$ cat src/rtl/packet_assembler.sv
// packet_assembler: gathers MSB-first nbits_in chunks into one registered nbits_out packet.
module packet_assembler #(
  parameter int nbits_in  = 8,
  parameter int nbits_out = 16
) (
  input  logic                 clk,
  input  logic                 reset,
  input  logic                 recv_val,
  output logic                 recv_rdy,
  input  logic [nbits_in-1:0]  recv_msg,
  output logic                 send_val,
  input  logic                 send_rdy,
  output logic [nbits_out-1:0] send_msg
);
  localparam int num_regs = (nbits_out + nbits_in - 1) / nbits_in;
  localparam int cnt_bits = num_regs > 1 ? $clog2(num_regs) : 1;
  logic [cnt_bits-1:0]  cnt;
  logic                 last;
  logic                 acc;
  logic [nbits_out-1:0] nxt;
  if (nbits_in > nbits_out) begin : g_bad
    $error("packet_assembler: nbits_in must not exceed nbits_out");
  end
  assign last     = cnt == cnt_bits'(num_regs - 1);
  assign recv_rdy = reset | ~send_val | send_rdy | ~last;
  assign acc      = recv_val & recv_rdy;
  if (num_regs == 1) begin : g_one
    assign nxt = recv_msg;
  end else begin : g_multi
    localparam int sw = nbits_out - nbits_in;
    // Shift chunks in from the bottom; bits of the first chunk beyond the packet width fall off the top.
    logic [sw-1:0] stage;
    always_ff @(posedge clk)
      if (reset) stage <= '0;
      else if (acc) stage <= sw'({stage, recv_msg});
    assign nxt = {stage, recv_msg};
  end
  always_ff @(posedge clk) begin
    if (reset) begin
      cnt      <= '0;
      send_val <= 1'b0;
      send_msg <= '0;
    end else begin
      if (acc) cnt <= last ? '0 : cnt + cnt_bits'(1);
      if (acc && last) begin
        send_val <= 1'b1;
        send_msg <= nxt;
      end else if (send_rdy) send_val <= 1'b0;
    end
  end
endmodule

$ cat config.mk
export PLATFORM = sky130hd
export DESIGN_NAME = packet_assembler
export DESIGN_NICKNAME = d
export VERILOG_FILES = /design/src/rtl/packet_assembler.sv
export SDC_FILE = /design/constraint.sdc
export NUM_CORES = 1
export LEC_CHECK = 0
export CORE_MARGIN = 2
export CORE_UTILIZATION = 54
export CTS_CLUSTER_DIAMETER = 30
export DETAILED_ROUTE_END_ITERATION = 10
export DONT_BUFFER_PORTS = 1
export PLACE_DENSITY = 0.69
export SLEW_MARGIN = 20
export SYNTH_ARGS = -nofsm -noshare
export SYNTH_HDL_FRONTEND = slang
export SYNTH_SLANG_ARGS = --single-unit
$ cat constraint.sdc
create_clock -name clk -period 1.8 [get_ports clk]
set_clock_uncertainty 0.15 [all_clocks]
set_input_delay 0.54 -clock clk [delete_from_list [all_inputs] [get_ports clk]]
set_output_delay 0.54 -clock clk [all_outputs]
set_load 0.03 [all_outputs]
# Word level (Yosys, flattened, before mapping)

Index checks and enable logic that the tools add are counted.

Register bits: 26
Output and inout port bits: 18

Add/sub/neg operators: 1
Mux-type cells: 3
Bitwise logic cells: 6
Reduce and logical (&&, ||, !) cells: 2

Operator list:

| cell                | count |
|---|---|
| $mux 1              | 3 |
| $or 1x1->1          | 3 |
| $not 1->1           | 2 |
| $reduce_bool 2->1   | 1 |
| $add 1x1->1 const B | 1 |
| $and 1x1->1         | 1 |
| $logic_and 1x1->1   | 1 |

# Longest topological paths before layout

Depth in word-level cells: 7
Mapped depth: 4
Mapped depth without buffers: 3

# Worst setup path before layout

No wires, ideal clock.

Path kind: input-to-output
From: input port send_rdy
To: output port recv_rdy
Path buffers: 0
Data required time: 1,110 ps
Stages: 2
Path slack: -177 ps
Arrival: 1,287 ps
Path through: nand2b_1 > or3_2

Cells in the longest elaborated chain, start to end: 2

RTL lines:

| what                     | line | text |
|---|---|---|
| from (decl)              | 12   | `input logic send_rdy,` |
| $or 1x1->1 (2 in series) | 25   | `assign recv_rdy = reset \| ~send_val \| send_rdy \| ~last;` |
| to (decl)                | 9    | `output logic recv_rdy,` |

No other way between the ends.

# Worst setup path in the final report

From: register cnt
To: output port recv_rdy

Cells in the longest elaborated chain, start to end: 2

RTL lines:

| what                   | line | text |
|---|---|---|
| from (decl)            | 17   | `logic [cnt_bits-1:0] cnt;` |
| from (signal assigned) | 44   | `if (acc) cnt <= last ? '0 : cnt + cnt_bits'(1);` |
| $not 1->1              | 25   |  |
| $or 1x1->1             | 25   |  |

No other way between the ends.

==> reports/qor.yml <==
synthesis:
  ys_warn_count: 0
  synth_area_um2: 965
  ys_seq_area_frac: 0.540
  post_synth.cell_area_avg_um2: 12.1
  synth_top_area_share: 0.540
  synth-seq-cells: 26
  netlist_top_cells_area: "dfxtp_1 (54%), a22o_1 (15%), nand2b_1 (11%), mux2i_1 (8.3%), buf_6 (2.3%)"
  synth_top_area_cell: "dfxtp_1"
  syn_nets: 92
  synth.distinct_cells: 16
  syn-instance-count: 80
clock_network:
  clock-sinks: 26
  clock_latency_ps: 310
  cts_root_buf: "clkbuf_4"
  clock_path_buffers: 2
  postCtsSetupBuffers: 0
  cts_hold_buf: 0
  cts_tree: "yes"
  clk_pin_slew_ps: 130
  cts-htree-levels: 1
  cts_buffers: 3
cells_and_area:
  syn2layout_area_growth_pct: 8.30
  drive_above_1_share: 0.171
  multi_input_area_um2: 413
  regArea_um2: 526
  nFillCells: 139
  nNetsFinal: 95
  diodes: 0
  utilization: 0.612
status:
  status: "complete, but fails checks"
  violations: "negative setup slack"
drt:
  drt_iter0_drc: 1
  vias: 596
  drt-vias-per-instance: 5.57
  wl_per_cell_um: 14.5
  drt_wl_total_um: 1560
  dr.pass1.iters: 3
  ant_nets: 0
  drc: 0
pwr:
  ir_drop_v: 0.000573
  post-layout-total-power_uw: 997
  leakagePower_uw: 0.000410
  powerDensity_nw_per_um2: 954
sta:
  worstMarginPinSlew_ps: 658
  worst_slack_ps: -46.7
  period_minus_slack_ps: 1850
  maxSlewViolCount: 0
  hold_violations: 0
  relSlewSlack: 0.561
  fin_crit_sh: 1.03
  finalHoldWorstSlack_ps: 120
  fmax_mhz: 541
  setup_viol: 1
  rsz0062_at_grt: "yes"
  setup_tns_ps: -46.7
floorplanning:
  die_x_um: 46.3
  core.rowCount: 15
  die_area_um2: 2140
  die_h_um: 46.3
  io_pins: 30
  coreArea_um2: 1710
  initial_core_util: 0.565
global_routing:
  grt_first_pass_wirelength_um: 2440
  antenna_found_initial: 0
  grt_use_total: 0.164
  grt_max_degree: 22
  overflow: 0
  grt_pass1_vias: 591
critical_path:
  cp_max_fo: 4
  cp-start-kind: "register"
  end_kind: "primary output"
  crit_type: "reg -> out"
  critPathArrivalTime_ps: 1160
  crit_required_ps: 1110
worst_hold_path:
  worstHoldPathType: "in -> reg"
job:
  maxCapViolations: 0
placement:
  place_hpwl_um: 1050
  io_buffer_count: 0
  gp_congestion: 0.606
  post-place-ws_ps: -10.4
[per-layer routing]
metal	vias to the layer above	track usage	share of wire
li1	288	-	-
met1	288	0.187	0.44
met2	18	0.278	0.49
met3	2	0.0431	0.057
met4	0	0.0857	0.0090
met5	-	0	0
[Yosys cell counts, drive strengths merged]
cell type and count:
clkbuf 1, a31oi 1, o31a 1, a21oi 1, buf 4, inv 1
nand2b 17, mux2i 8, a22o 16, dfxtp 26, nor3b 1, o21a 1
nand2 1, or3 1
[power by group]
| part | internal, µW | switching [µW] |
|---|---|---|
| Combinational | 40.4 | 33.1 |
| Clock | 123 | 161 |
| Sequential | 601 | 38.0 |
| Total | 765 | 232 |
[metrics by stage]
step	cell area, µm²	cells
floorplan	976	80
global placement	1000	103
detailed placement	1000	103
CTS	1040	107
global route	1040	107
finish	1040	107
[kinds of logic after synthesis]
family / count (synthesis) / share of synthesized area
flip-flops: 26 / 0.540
AO/OA/AOI/OAI: 20 / 0.189
AND/OR/NAND/NOR: 20 / 0.144
multiplexers: 8 / 0.0830
buffers and inverters: 6 / 0.0441
[final timing paths]
check / end / from / cells past startpoint / slack, ps
worst max-delay path: recv_rdy / cnt$_SDFFE_PP0P_ / 2 / -50
worst min register to register: g_multi.stage[6]$_SDFFE_PP0P_ / g_multi.stage[6]$_SDFFE_PP0P_ / 2 / 330
worst min-delay path: send_val$_SDFFE_PP0P_ / reset / 1 / 120
worst max register to register: send_msg[5]$_SDFFE_PP0P_ / send_val$_SDFFE_PP0P_ / 4 / 270
[flip-flops by register name, indices dropped and copies added, names as in the netlist]
register and flops:
cnt 1, send_msg 16, g_multi.stage 8, send_val 1
[placed cells by master, fill, tap and decap left out, types with 2 or more instances in the layout]
| cell type | synthesis | final |
|---|---|---|
| mux2i_1 | 8 | 8 |
| buf_4 | 1 | 2 |
| clkbuf_4 | 0 | 3 |
| nand2b_1 | 17 | 16 |
| a22o_1 | 16 | 16 |
| dfxtp_1 | 26 | 24 |
[critical path, stage by stage (launching register included)]
cell,delay [ps]
dfxtp_4,400
inv_1,60
or3_4,390
[repair_timing]
item / CTS / global route
pin swaps: 1 / 0
endpoints found under the setup margin: 1 / 1
gates resized for setup: 3 / 0
[cell type report]
type | instances | area share
Clock buffer | 4 | 0.0347
Multi-Input combinational cell | 48 | 0.395
Sequential cell | 26 | 0.503
Timing Repair Buffer | 3 | 0.0335
Tap cell | 25 | 0.0299
Inverter | 1 | 0.00359
No activity file was read; power rests on OpenSTA's default activity.
